File: src/rtl/ksa_pkg.sv
// Shared defaults and FSM encoding for the Kogge-Stone adder self-test engine.
package ksa_pkg;
  localparam int KSA_WIDTH  = 16;
  localparam int KSA_XBITS  = 10;
  localparam int KSA_YBITS  = 10;
  localparam int KSA_SETTLE = 1;

  typedef logic [1:0] state_t;
  localparam state_t ST_IDLE  = 2'd0;
  localparam state_t ST_RUN   = 2'd1;
  localparam state_t ST_DRAIN = 2'd2;
  localparam state_t ST_DONE  = 2'd3;
endpackage

File: src/rtl/ksa_bist_if.sv
// Adder operand/result bus between the BIST engine (master) and the KSA (slave).
interface ksa_bist_if import ksa_pkg::*; #(
  parameter int WIDTH = KSA_WIDTH
);
  logic [WIDTH-1:0] a;
  logic [WIDTH-1:0] b;
  logic             cin;
  logic [WIDTH-1:0] sum;
  logic             cout;

  modport master (output a, b, cin, input sum, cout);
  modport slave  (input a, b, cin, output sum, cout);
endinterface

File: src/rtl/ksa_bist_dly.sv
// SETTLE-deep shift register pairing each driven vector with its sampled result.
module ksa_bist_dly import ksa_pkg::*; #(
  parameter int WIDTH  = KSA_WIDTH,
  parameter int SETTLE = KSA_SETTLE
) (
  input  logic             clk,
  input  logic             rst,
  input  logic             i_clr,
  input  logic             i_vld,
  input  logic [WIDTH-1:0] i_a,
  input  logic [WIDTH-1:0] i_b,
  input  logic             i_cin,
  output logic             o_vld,
  output logic [WIDTH-1:0] o_a,
  output logic [WIDTH-1:0] o_b,
  output logic             o_cin
);
  logic [SETTLE-1:0]            r_vld;
  logic [SETTLE-1:0]            r_cin;
  logic [SETTLE-1:0][WIDTH-1:0] r_a;
  logic [SETTLE-1:0][WIDTH-1:0] r_b;

  always_ff @(posedge clk) begin
    if (rst || i_clr) begin
      r_vld <= '0;
      r_cin <= '0;
      r_a   <= '0;
      r_b   <= '0;
    end else begin
      r_vld[0] <= i_vld;
      r_cin[0] <= i_cin;
      r_a[0]   <= i_a;
      r_b[0]   <= i_b;
      for (int s = 1; s < SETTLE; s++) begin
        r_vld[s] <= r_vld[s-1];
        r_cin[s] <= r_cin[s-1];
        r_a[s]   <= r_a[s-1];
        r_b[s]   <= r_b[s-1];
      end
    end
  end

  assign o_vld = r_vld[SETTLE-1];
  assign o_cin = r_cin[SETTLE-1];
  assign o_a   = r_a[SETTLE-1];
  assign o_b   = r_b[SETTLE-1];
endmodule

File: src/rtl/ksa_bist.sv
// Exhaustive {A,B,Cin} sweep into an external KSA; checks {Cout,Sum} against a+b+cin
// and keeps pass/fail counts plus the first failing vector.
module ksa_bist import ksa_pkg::*; #(
  parameter int WIDTH  = KSA_WIDTH,
  parameter int XBITS  = KSA_XBITS,
  parameter int YBITS  = KSA_YBITS,
  parameter int SETTLE = KSA_SETTLE,
  parameter int CNT_W  = XBITS + YBITS + 2
) (
  input  logic             clk,
  input  logic             rst,
  input  logic             i_start,
  input  logic             i_abort,
  ksa_bist_if.master       ksa,
  output logic             o_busy,
  output logic             o_done,
  output logic             o_pass,
  output logic [CNT_W-1:0] o_num_correct,
  output logic [CNT_W-1:0] o_num_wrong,
  output logic             o_ff_valid,
  output logic [WIDTH-1:0] o_ff_a,
  output logic [WIDTH-1:0] o_ff_b,
  output logic             o_ff_cin
);
  localparam int IW = XBITS + YBITS + 1;
  localparam int DW = (SETTLE > 1) ? $clog2(SETTLE) : 1;

  state_t           r_state, w_nxt;
  logic [IW-1:0]    r_idx, w_idx_nxt;
  logic [DW-1:0]    r_dcnt;
  logic [CNT_W-1:0] r_ok, r_bad;
  logic             r_ffv, r_ffc;
  logic [WIDTH-1:0] r_ffa, r_ffb;
  logic             w_last, w_launch, w_drive, w_chk, w_match;
  logic             w_dvld, w_dcin;
  logic [WIDTH-1:0] w_da, w_db;
  logic [WIDTH:0]   w_exp;

  assign w_last    = &r_idx;
  assign w_launch  = (r_state == ST_IDLE || r_state == ST_DONE) && i_start && !i_abort;
  assign w_drive   = w_launch || (r_state == ST_RUN && !w_last && !i_abort);
  assign w_idx_nxt = w_launch ? '0 : r_idx + IW'(1);

  // r_idx is {x,y,c}; the operand bus is a pure slice of that register
  assign ksa.a   = WIDTH'(r_idx[IW-1:YBITS+1]);
  assign ksa.b   = WIDTH'(r_idx[YBITS:1]);
  assign ksa.cin = r_idx[0];

  always_ff @(posedge clk) begin
    if (rst) r_state <= ST_IDLE;
    else     r_state <= w_nxt;
  end

  always_comb begin
    w_nxt = r_state;
    case (r_state)
      ST_IDLE, ST_DONE: if (i_abort) w_nxt = ST_IDLE; else if (i_start) w_nxt = ST_RUN;
      ST_RUN:           if (i_abort) w_nxt = ST_IDLE; else if (w_last) w_nxt = ST_DRAIN;
      ST_DRAIN:         if (i_abort) w_nxt = ST_IDLE;
                        else if (r_dcnt == DW'(SETTLE - 1)) w_nxt = ST_DONE;
      default:          w_nxt = ST_IDLE;
    endcase
  end

  always_comb begin
    o_busy = 1'b0;
    o_done = 1'b0;
    case (r_state)
      ST_RUN, ST_DRAIN: o_busy = 1'b1;
      ST_DONE:          o_done = 1'b1;
      default:          ;
    endcase
  end

  // Delay line is loaded with the same vector the operand bus takes at this edge
  ksa_bist_dly #(.WIDTH(WIDTH), .SETTLE(SETTLE)) u_dly (
    .clk   (clk),
    .rst   (rst),
    .i_clr (i_abort),
    .i_vld (w_drive),
    .i_a   (WIDTH'(w_idx_nxt[IW-1:YBITS+1])),
    .i_b   (WIDTH'(w_idx_nxt[YBITS:1])),
    .i_cin (w_idx_nxt[0]),
    .o_vld (w_dvld),
    .o_a   (w_da),
    .o_b   (w_db),
    .o_cin (w_dcin)
  );

  assign w_exp   = (WIDTH+1)'(w_da) + (WIDTH+1)'(w_db) + (WIDTH+1)'(w_dcin);
  assign w_match = ({ksa.cout, ksa.sum} == w_exp);
  assign w_chk   = w_dvld && !i_abort;

  always_ff @(posedge clk) begin
    if (rst) begin
      r_idx  <= '0;
      r_dcnt <= '0;
      r_ok   <= '0;
      r_bad  <= '0;
      r_ffv  <= 1'b0;
      r_ffa  <= '0;
      r_ffb  <= '0;
      r_ffc  <= 1'b0;
    end else begin
      if (w_drive) r_idx <= w_idx_nxt;
      r_dcnt <= (r_state == ST_DRAIN) ? r_dcnt + DW'(1) : '0;
      if (w_launch) begin
        r_ok  <= '0;
        r_bad <= '0;
        r_ffv <= 1'b0;
        r_ffa <= '0;
        r_ffb <= '0;
        r_ffc <= 1'b0;
      end else if (w_chk) begin
        if (w_match) begin
          r_ok <= r_ok + CNT_W'(1);
        end else begin
          r_bad <= r_bad + CNT_W'(1);
          if (!r_ffv) begin
            r_ffv <= 1'b1;
            r_ffa <= w_da;
            r_ffb <= w_db;
            r_ffc <= w_dcin;
          end
        end
      end
    end
  end

  assign o_pass        = o_done && (r_bad == '0);
  assign o_num_correct = r_ok;
  assign o_num_wrong   = r_bad;
  assign o_ff_valid    = r_ffv;
  assign o_ff_a        = r_ffa;
  assign o_ff_b        = r_ffb;
  assign o_ff_cin      = r_ffc;
endmodule

File: src/flat_wrapper.sv
// flat-port wrapper written by rule: the top's interface ports become plain ports
module ksa_bist_flat import ksa_pkg::*;
#(
  parameter int WIDTH  = KSA_WIDTH,
  parameter int XBITS  = KSA_XBITS,
  parameter int YBITS  = KSA_YBITS,
  parameter int SETTLE = KSA_SETTLE,
  parameter int CNT_W  = XBITS + YBITS + 2
)
  (clk, rst, i_start, i_abort, o_busy, o_done, o_pass, o_num_correct, o_num_wrong, o_ff_valid, o_ff_a, o_ff_b, o_ff_cin, ksa_a, ksa_b, ksa_cin, ksa_sum, ksa_cout);
  ksa_bist_if #(.WIDTH(WIDTH)) ksa_i ();
  input  logic clk;
  input  logic rst;
  input  logic i_start;
  input  logic i_abort;
  output logic o_busy;
  output logic o_done;
  output logic o_pass;
  output logic [CNT_W-1:0] o_num_correct;
  output logic [CNT_W-1:0] o_num_wrong;
  output logic o_ff_valid;
  output logic [WIDTH-1:0] o_ff_a;
  output logic [WIDTH-1:0] o_ff_b;
  output logic o_ff_cin;
  output wire logic [$bits(ksa_i.a)-1:0] ksa_a;
  output wire logic [$bits(ksa_i.b)-1:0] ksa_b;
  output wire logic [$bits(ksa_i.cin)-1:0] ksa_cin;
  input wire logic [$bits(ksa_i.sum)-1:0] ksa_sum;
  input wire logic [$bits(ksa_i.cout)-1:0] ksa_cout;
  assign ksa_a = ksa_i.a;
  assign ksa_b = ksa_i.b;
  assign ksa_cin = ksa_i.cin;
  assign ksa_i.sum = ksa_sum;
  assign ksa_i.cout = ksa_cout;
  ksa_bist #(.WIDTH(WIDTH), .XBITS(XBITS), .YBITS(YBITS), .SETTLE(SETTLE), .CNT_W(CNT_W)) u_core (.clk(clk), .rst(rst), .i_start(i_start), .i_abort(i_abort), .ksa(ksa_i), .o_busy(o_busy), .o_done(o_done), .o_pass(o_pass), .o_num_correct(o_num_correct), .o_num_wrong(o_num_wrong), .o_ff_valid(o_ff_valid), .o_ff_a(o_ff_a), .o_ff_b(o_ff_b), .o_ff_cin(o_ff_cin));
endmodule
File: config.mk
export PLATFORM = sky130hd
export DESIGN_NAME = ksa_bist_flat
export DESIGN_NICKNAME = d
export VERILOG_FILES = /design/src/rtl/ksa_pkg.sv /design/src/rtl/ksa_bist_if.sv /design/src/rtl/ksa_bist_dly.sv /design/src/rtl/ksa_bist.sv /design/src/flat_wrapper.sv
export SDC_FILE = /design/constraint.sdc
export NUM_CORES = 1
export LEC_CHECK = 0
export BUFFER_PORTS_ARGS = -buffer_cell sky130_fd_sc_hd__buf_2
export CAP_MARGIN = 15
export CORE_ASPECT_RATIO = 1.5
export CORE_MARGIN = 2
export CORE_UTILIZATION = 29
export DETAILED_ROUTE_END_ITERATION = 8
export GPL_ROUTABILITY_DRIVEN = 0
export GPL_TIMING_DRIVEN = 0
export PLACE_DENSITY = 0.49
export SLEW_MARGIN = 20
export SYNTH_ARGS = -nofsm -noshare
export SYNTH_HDL_FRONTEND = slang
export SYNTH_HIERARCHICAL = 1
export SYNTH_SLANG_ARGS = --single-unit
File: constraint.sdc
create_clock -name clk -period 5.1 [get_ports clk]
set_clock_uncertainty 0.2 [all_clocks]
set_input_delay 1.02 -clock clk [delete_from_list [all_inputs] [get_ports clk]]
set_output_delay 1.02 -clock clk [all_outputs]
set_load 0.005 [all_outputs]
==> metrics.txt, run 1 <==
Max-Slew Margin vs Limit about 40%; count of mapped cells out of synthesis 890; mean number of vias per cell 5.03; Cells after DPL 1367; highest achievable clock rate around 210 MHz; Worst Path Class, Setup reg -> reg; Setup-failing EPs final 0; result of the run completed; internal power consumption 0.00178 W; final worst path period need ~4.7 ns; post-cts resize count 0; number of DRC markers after the initial detailed-route iteration between 300 and 400; top-area cell type share of the netlist area 36.4%; clock-pin slew on the worst setup and hold paths 0.06 ns; HPWL after DPL 18900 µm; kind of start point of the critical path flip-flop; final routed wirelength across all metal layers 24300 µm; sum of overflow across all layers after global routing 0; slew at the pin with the worst max-slew slack about 0.89 ns; net switching power roughly 0.00058 W; number of DRC violations after detailed routing 0; dominant cell type by area after synthesis dfxtp_1; non-filler cells in the finished layout between 1000 and 1500; DIE WIDTH approximately 140 µm; overall die area 27100 µm²; Port Buf Inserts 121; crit path max-delay cell type nor4_1; clock root buffer clkbuf_16; number of clock sinks seen by CTS roughly 140; class of the tightest hold or removal check reg -> reg; Initial Util 29.2%; count of nets after finishing 1098; post-synthesis async set-or-reset flop share 0%; Max rail drop VDD 238 µV; Cell Pwr Density 259 nW/µm²; Core Rows 72; die height 201 µm; Fin Hold WS between 0.2 and 0.25 ns; vias in the first global route 6840; Hold Vio Cnt, Final 0; relative area change from synthesis to final layout 21.8%; M2 GR Usage 31.9%; post-placement cell area around 8600 µm²; Top delay family on crit path buffers and inverters; synth unique cells between 60 and 70; worst-path maximum fanout 10; clock buffer depth 2; Post-synth EDFFs 0; capturing element type of the critical path flip-flop; ANT nets after route 0; setup bufs post-CTS 0; GRT Max-Usage Layer met2; top cell types by occurrence after synthesis dfxtp_1, a21oi_1, nand3_1, o21ai_0, nand2_1; Static Leakage 3.52 nW; number of warning messages in the yosys log 6; Data arrival, critical path 4.84 ns; wire length of the first global-routing pass 38100 µm; initial antenna violation count 0; register area share after synthesis 36.4%; setup repair after global routing missed its margin no; hold bufs inserted after CTS 0; area of the placeable core ~26000 µm²; total of max-cap violations 0; sequential fraction of design power between 40% and 50%; GRT Overall Usage 18.0%; detailed-routing iteration count for the pre-antenna-repair pass 7; Final WS setup between 0.4 and 0.5 ns; Final Cell Area 9100 µm²; count of vias placed by the detailed router about 7000; Global Route met1 Usage 21.4%; Yosys reg bits roughly 140; ANT cells 0; max-slew violation total from the final report 0; layout cells sized above 1 20.7%; count of boundary I/O pins 135; most common cell in the synthesized netlist dfxtp_1; proportion of power drawn by combinational gates 7.1%; met3 Resource Use GR between 3 and 4%; share of power burned in the clock network between 40% and 50%; later-pin clock latency in the skew report approximately 0.43 ns; maximum level of the CTS H-tree 4; highest cell delay on the worst timing path 0.72 ns; share of the cycle needed by the critical path after routing 92.0%; worst setup timing slack at the placement stage about 0.35 ns; pin count of the biggest net entering global routing 17; syn_area_per_cell ~8.4 µm²; netlist area before placement 7470 µm²; final routed wire length divided by cell count 17.4 µm; setup tns final 0 ns; TritonCTS buffer count 17; CP cell instances inv_1, fa_1, inv_1, fa_1, xor2_1, a311oi_1, o211ai_1, nor4_1, o2111ai_1, nor4_1, clkbuf_1, clkbuf_1, o21ai_0, a21oi_1; clock tree from TritonCTS built; number of buffers and inverters on the critical path 4; required time worst endpoint 5.25 ns; Area contributors post-synth dfxtp_1, a21oi_1, nor3b_2; switching part of the total power 24.4%; Synth Flop Type dfxtp_1
## final cells by class
type,instances,area [µm²]
Buffer,75,407
Clock buffer,19,433
Clock inverter,11,85.1
Fill cell,2781,16500
Inverter,23,86.3
Multi-Input combinational cell,679,4340
Sequential cell,136,2720
Tap cell,333,417
Timing Repair Buffer,121,606
## cell families after synthesis
group                    synth area share [%]
AO/OA/AOI/OAI                            19.0
flip-flops                               36.4
adder cells (fa/ha/maj)                  4.22
other                                  0.0502
XOR/XNOR                                 5.51
buffers and inverters                    6.60
multiplexers                            0.670
AND/OR/NAND/NOR                          27.5
## power by group through the flow
stage / Combinational [W] / Clock (W) / Sequential (W)
floorplan: 0.000115 / 0 / 0.00110
global placement: 0.000167 / 0 / 0.00110
detailed placement: 0.000167 / 0 / 0.00110
CTS: 0.000168 / 0.00115 / 0.00107
global route: 0.000184 / 0.00119 / 0.00107
finish: 0.000167 / 0.00112 / 0.00107
## layer usage
metal	vias to the layer above	wire length, µm
met5	-	0
met4	0	578
met3	29	918
met2	153	12400
met1	3303	10400
li1	3541	-
## final timing paths
check | from | endpoint | slack [ns] | cells past startpoint
hold / removal | u_core/r_dcnt$_SDFF_PP0_ | u_core/r_dcnt$_SDFF_PP0_ | 0.23 | 1
setup / recovery | u_core/u_dly/o_cin$_SDFF_PP0_ | u_core/o_num_wrong[5]$_SDFFE_PP0P_ | 0.41 | 14
setup reg to reg | u_core/u_dly/o_cin$_SDFF_PP0_ | u_core/o_num_wrong[5]$_SDFFE_PP0P_ | 0.41 | 14
hold reg to reg | u_core/r_dcnt$_SDFF_PP0_ | u_core/r_dcnt$_SDFF_PP0_ | 0.23 | 1
## sequential cells by signal (all words and copies together), names as in the netlist
register / cells
u_core/o_num_wrong: 22
u_core/o_ff_valid: 1
u_core/o_num_correct: 22
u_core/o_ff_cin: 1
u_core/u_dly/o_vld: 1
u_core/r_dcnt: 1
u_core/u_dly/o_b: 16
u_core/r_state: 2
u_core/u_dly/o_a: 16
u_core/u_dly/o_cin: 1
u_core/r_idx: 21
u_core/o_ff_a: 16
u_core/o_ff_b: 16
## placed cells by master (no fill, tap or decap), drive strengths merged, types with 6 or more instances in the layout
master / n
conb: 24
and3: 9
or4: 30
dfxtp: 136
nor2b: 7
buf: 155
ha: 22
inv: 23
nor3: 10
nor2: 51
and2: 6
clkbuf: 60
a21oi: 99
o21ai: 64
nand3: 63
or3: 25
o211ai: 7
nor3b: 36
nand2: 58
clkinv: 8
o31ai: 25
nor4: 8
nand2b: 7
nand4: 18
xnor2: 25
xor2: 22
## stage by stage
stage	power [W]	utilization, %
6_report	0.00236	35.6
5_1_grt	0.00245	35.6
4_1_cts	0.00239	35.6
3_5_place_dp	0.00126	33.5
3_3_place_gp	0.00126	33.5
2_1_floorplan	0.00121	-
## worst reg2reg max path, delay by kind of cell, from the launching register on
kind	cells	cell delay, ns
AO/OA/AOI/OAI	5	1.00
XOR/XNOR	1	0.17
adder cells (fa/ha/maj)	2	0.88
buffers and inverters	4	1.08
flip-flops	1	0.33
AND/OR/NAND/NOR	2	0.95
(Power assumes the default switching activity.)
==> inputs of run 2 (changes only) <==
REMOVE_ABC_BUFFERS = 1   (was not set)
==> run 2 against run 1 <==
Count of clock-buffer cells in the layout increased by 2. Non-clock buffer count decreased by 63. Global-route usage decreased by 1.6 points. Largest power group unchanged. Design area decreased by 2.1%. Clock power increased by 7%. Total power increased by 2.7%. Utilization decreased by 0.76 points. Via count decreased by 3.8%. Largest cell class unchanged. Sequential share of layout area increased by 0.66 points.
==> metrics.txt, run 2 (synthesis results as in run 1) <==
area of the placeable core 25600 µm² (unchanged); number of DRC violations after detailed routing 0 (unchanged); Setup-failing EPs final 0 (unchanged); clock buffer depth 2 (unchanged); Max-Slew Margin vs Limit 29.6% (-11 points); maximum level of the CTS H-tree 4 (unchanged); max-slew violation total from the final report 0 (unchanged); clock tree from TritonCTS built; setup bufs post-CTS 0 (unchanged); overall die area 27100 µm² (unchanged); Hold Vio Cnt, Final 0 (unchanged); pin count of the biggest net entering global routing 67 (+50); detailed-routing iteration count for the pre-antenna-repair pass 4 (-3); initial antenna violation count 0 (unchanged); number of clock sinks seen by CTS 136 (unchanged); Static Leakage 3.42 nW (-3.0%); Core Rows 72 (unchanged); HPWL after DPL 15600 µm (-18%); Fin Hold WS 0.216 ns (-0.0103 ns); Final WS setup 0.545 ns (+0.138 ns); worst setup timing slack at the placement stage 0.536 ns (+0.188 ns); Max rail drop VDD 236 µV (-0.56%); capturing element type of the critical path flip-flop; Initial Util 29.2% (unchanged); count of nets after finishing 1035 (-5.7%); count of vias placed by the detailed router 6760 (-3.8%); TritonCTS buffer count 17 (unchanged); worst-path maximum fanout 11 (+1); highest achievable clock rate 220 MHz (+3.0%); clock-pin slew on the worst setup and hold paths 0.06 ns (about the same); required time worst endpoint 5.21 ns (-0.04 ns); Port Buf Inserts 122 (+0.83%); DIE WIDTH 135 µm (unchanged); ANT nets after route 0 (unchanged); Worst Path Class, Setup reg -> reg; sum of overflow across all layers after global routing 0 (unchanged); vias in the first global route 6576 (-3.9%); final worst path period need 4.56 ns (-0.138 ns); later-pin clock latency in the skew report 0.43 ns (about the same); share of the cycle needed by the critical path after routing 89.3% (-2.7 points); class of the tightest hold or removal check reg -> reg; total of max-cap violations 0 (unchanged); wire length of the first global-routing pass 35400 µm (-6.9%); GRT Overall Usage 16.4% (-1.6 points); count of boundary I/O pins 135 (unchanged); Cell Pwr Density 272 nW/µm² (+4.9%); leading cell type in the layout, fill and taps excluded dfxtp_1; final routed wire length divided by cell count 16.3 µm (-6.2%); kind of start point of the critical path flip-flop; final routed wirelength across all metal layers 21800 µm (-10%); post-cts resize count 0 (unchanged); mean number of vias per cell 5.06 (+0.61%); slew at the pin with the worst max-slew slack 1.06 ns (+0.161 ns); die height 201 µm (unchanged); layout cells sized above 1 21.0% (+0.36 points); ANT cells 0 (unchanged); result of the run completed; commonest cells after routing, fill and taps aside dfxtp_1, buf_2, a21oi_1, o21ai_0, nand3_1; relative area change from synthesis to final layout 19.2%; setup repair after global routing missed its margin no; number of DRC markers after the initial detailed-route iteration 424 (+14%); clock root buffer clkbuf_16; Data arrival, critical path 4.67 ns (-0.17 ns); hold bufs inserted after CTS 0 (unchanged)
-- run 2: metal layers --
metal	vias up	global-route usage [%]	wire length (µm)
met5	-	0	0
met3	32	3.16	795
met2	129	29.1	11200
met1	3185	19.2	9320
met4	0	6.32	502
li1	3414	-	-
-- run 2: final timing paths --
path	slack, ns	endpoint	from	depth (start not counted)
worst min register to register	0.22	u_core/r_dcnt$_SDFF_PP0_	u_core/r_dcnt$_SDFF_PP0_	1
worst max register to register	0.54	u_core/o_num_wrong[15]$_SDFFE_PP0P_	u_core/u_dly/o_cin$_SDFF_PP0_	15
worst max-delay path	0.54	u_core/o_num_wrong[15]$_SDFFE_PP0P_	u_core/u_dly/o_cin$_SDFF_PP0_	15
worst min-delay path	0.22	u_core/r_dcnt$_SDFF_PP0_	u_core/r_dcnt$_SDFF_PP0_	1
-- run 2: critical path, stage by stage, from the launching register on --
cell	delay [ns]
dfxtp_1	0.32
inv_1	0.06
fa_1	0.46
inv_1	0.11
fa_1	0.46
xor2_1	0.18
a311oi_1	0.26
o211ai_1	0.13
nor4_1	0.28
o2111ai_1	0.23
nor4_2	0.70
buf_2	0.33
buf_2	0.22
buf_2	0.23
o311ai_0	0.17
o41ai_1	0.12
-- run 2: where the power goes --
| part | total [W] | leakage (nW) | switching [W] | internal [W] |
|---|---|---|---|---|
| combinational | 0.000148 | 2.04 | 0.000100 | 0.0000481 |
| sequential | 0.00107 | 1.10 | 0.00000441 | 0.00107 |
| clock | 0.00120 | 0.275 | 0.000494 | 0.000708 |
-- run 2: layout make-up --
class                   count  area, µm²
multi-input cells         679       4370
clock inverters            11       98.8
clock buffers              21        470
fillers                  2757      16700
well taps                 333        417
flip-flops and latches    136       2720
repair buffers            133        741
inverters                  23       86.3
-- run 2: through the flow --
stage | cells | utilization [%] | total power [W] | TNS (ns) | cell area (µm²)
finish | 1336 | 34.8 | 0.00242 | 0 | 8900
detailed placement | 1304 | 32.6 | 0.00125 | 0 | 8340
global placement | 1293 | 32.0 | 0.00124 | -283.04 | 8180
floorplan | 838 | - | 0.00118 | -73.47 | 7150
CTS | 1336 | 34.8 | 0.00247 | 0 | 8900
global route | 1336 | 34.8 | 0.00252 | 0 | 8900
==> inputs of run 3 (changes only) <==
CELL_PAD_IN_SITES_DETAIL_PLACEMENT = 1   (was not set)
CELL_PAD_IN_SITES_GLOBAL_PLACEMENT = 1   (was not set)
PLACE_DENSITY = 0.61   (was 0.49)
==> run 3 against run 2 <==
Routed wire length is 7.6% higher. First-iteration DRC count is 37% lower. Count of clock-buffer cells in the layout unchanged. Total power up 4.7%. Sequential power barely moved. Sequential cell count unchanged. Critical path type unchanged.
==> metrics.txt, run 3 (synthesis results as in run 1) <==
highest achievable clock rate 224 MHz (+2.2%); class of the tightest hold or removal check reg -> reg; detailed-routing iteration count for the pre-antenna-repair pass 4 (unchanged); number of buffers and inverters on the critical path 3 (-2); total of max-cap violations 0 (unchanged); final routed wirelength across all metal layers 23500 µm (+7.6%); setup slack of the worst register-to-register path 0.64 ns (+0.10 ns); worst reg2reg path endpoint u_core/o_num_correct[7]$_SDFFE_PP0P_; Fin Hold WS 0.227 ns (+0.0112 ns); TritonCTS buffer count 17 (unchanged); later-pin clock latency in the skew report 0.44 ns (about the same); capturing element type of the critical path flip-flop; sequential cell area 2720 µm² (unchanged); Cell Pwr Density 282 nW/µm² (+3.8%); layout cells sized above 1 21.1% (+0.079 points); sum of overflow across all layers after global routing 0 (unchanged); Max-Slew Margin vs Limit 26.0% (-3.7 points); share of the cycle needed by the critical path after routing 87.4% (-1.9 points); Max rail drop VDD 237 µV (+0.34%); worst-path maximum fanout 64 (+53); clock tree from TritonCTS built; non-filler cells in the finished layout 1337 (+0.075%); GRT Overall Usage 17.7% (+1.3 points); post-placement cell area 8370 µm² (+0.36%); hold bufs inserted after CTS 0 (unchanged); Initial Util 29.2% (unchanged); Fillers 3128 (+13%); Core Rows 72 (unchanged); HPWL after DPL 16800 µm (+7.7%); final worst path period need 4.46 ns (-0.0991 ns); Port Buf Inserts 122 (unchanged); Cells after DPL 1305 (+0.077%); Top delay family on crit path simple AND/OR/NAND/NOR gates; clock root buffer clkbuf_16; Hold Vio Cnt, Final 0 (unchanged); commonest cells after routing, fill and taps aside dfxtp_1, buf_2, a21oi_1, o21ai_0, nand3_1; setup bufs post-CTS 0 (unchanged); relative area change from synthesis to final layout 20.2%; final routed wire length divided by cell count 17.6 µm (+7.5%); Data arrival, critical path 4.61 ns (-0.06 ns); clock-pin slew on the worst setup and hold paths 0.06 ns (about the same); DIE WIDTH 135 µm (unchanged); setup repair after global routing missed its margin no; count of boundary I/O pins 135 (unchanged); result of the run completed; highest cell delay on the worst timing path 0.78 ns (+0.08 ns); initial antenna violation count 0 (unchanged); pin count of the biggest net entering global routing 65 (-3.0%); endpoint with the worst hold slack u_core/r_dcnt$_SDFF_PP0_; Worst Hold Depth 1 (unchanged); clock buffer depth 2 (unchanged); mean number of vias per cell 5.13 (+1.4%); path depth of the worst reg2reg path 13 (-2); overall die area 27100 µm² (unchanged); count of vias placed by the detailed router 6859 (+1.5%); max-slew violation total from the final report 0 (unchanged); number of clock sinks seen by CTS 136 (unchanged); multi-input logic area 4370 µm² (unchanged); crit path max-delay cell type or4_4; ANT cells 0 (unchanged); number of DRC violations after detailed routing 0 (unchanged); required time worst endpoint 5.26 ns (+0.05 ns); source of the worst register-to-register timing path u_core/u_dly/o_cin$_SDFF_PP0_; hold_sp u_core/r_dcnt$_SDFF_PP0_; ANT nets after route 0 (unchanged); die height 201 µm (unchanged); vias in the first global route 7125 (+8.3%); leading cell type in the layout, fill and taps excluded dfxtp_1; slew at the pin with the worst max-slew slack 1.11 ns (+0.0551 ns); total power consumption of the routed design 0.00254 W (+4.7%); area of the placeable core 25600 µm² (unchanged); post-cts resize count 0 (unchanged); kind of start point of the critical path flip-flop; Worst Path Class, Setup reg -> reg; wire length of the first global-routing pass 38200 µm (+7.9%); number of DRC markers after the initial detailed-route iteration 267 (-37%); maximum level of the CTS H-tree 4 (unchanged); count of nets after finishing 1036 (+0.097%); Setup-failing EPs final 0 (unchanged); CP cell instances inv_1, fa_1, inv_1, fa_1, xor2_1, a311oi_1, o211ai_1, nor4_1, o2111ai_1, or4_4, buf_16, or4_1, a21oi_1; setup tns final 0 ns (unchanged); Static Leakage 3.45 nW (+0.83%); Final Cell Area 8980 µm² (+0.86%)
-- run 3: how the worst max path moves through the flow --
stage	start	end	slack [ns]	cells past startpoint
after floorplan	u_core/u_dly/o_cin$_SDFF_PP0_	u_core/o_num_wrong[15]$_SDFFE_PP0P_	-1.68	12
after global placement	u_core/u_dly/o_cin$_SDFF_PP0_	u_core/o_num_wrong[19]$_SDFFE_PP0P_	-6.01	12
after detailed placement	i_abort	u_core/o_num_wrong[3]$_SDFFE_PP0P_	0.54	7
after CTS	u_core/u_dly/o_cin$_SDFF_PP0_	u_core/o_num_correct[7]$_SDFFE_PP0P_	0.65	13
after global routing	u_core/u_dly/o_cin$_SDFF_PP0_	u_core/o_num_correct[7]$_SDFFE_PP0P_	0.40	13
final	u_core/u_dly/o_cin$_SDFF_PP0_	u_core/o_num_correct[7]$_SDFFE_PP0P_	0.64	13
-- run 3: worst reg2reg max path, cell delays in order (launching register included) --
cell       delay [ns]
dfxtp_1          0.33
inv_1            0.06
fa_1             0.43
inv_1            0.10
fa_1             0.46
xor2_1           0.18
a311oi_1         0.25
o211ai_1         0.13
nor4_1           0.24
o2111ai_1        0.23
or4_4            0.78
buf_16           0.27
or4_1            0.54
a21oi_1          0.17
-- run 3: metal layers --
layer,vias to the layer above,wire length (µm),global-route usage (%)
met5,-,0,0
met4,0,446,6.32
met3,28,516,2.70
met2,95,12300,32.1
met1,3329,10200,20.9
li1,3407,-,-
-- run 3: power by group --
group	switching, W	total [W]	internal, W
logic	0.000104	0.000153	0.0000494
clock network	0.000502	0.00131	0.000807
registers	0.00000470	0.00107	0.00107
-- run 3: per-stage QoR --
step	utilization, %	setup slack, ns
2_1_floorplan	-	-1.68
3_3_place_gp	32.0	-6.01
3_5_place_dp	32.7	0.537
4_1_cts	35.1	0.654
5_1_grt	35.1	0.395
6_report	35.1	0.644
-- run 3: layout make-up --
class	count	share of cell area (%)
multi-input combinational	679	48.6
sequential	136	30.3
timing repair buffer	134	8.58
clock buffer	21	5.24
tap	333	4.64
clock inverter	11	1.62
inverter	23	0.961
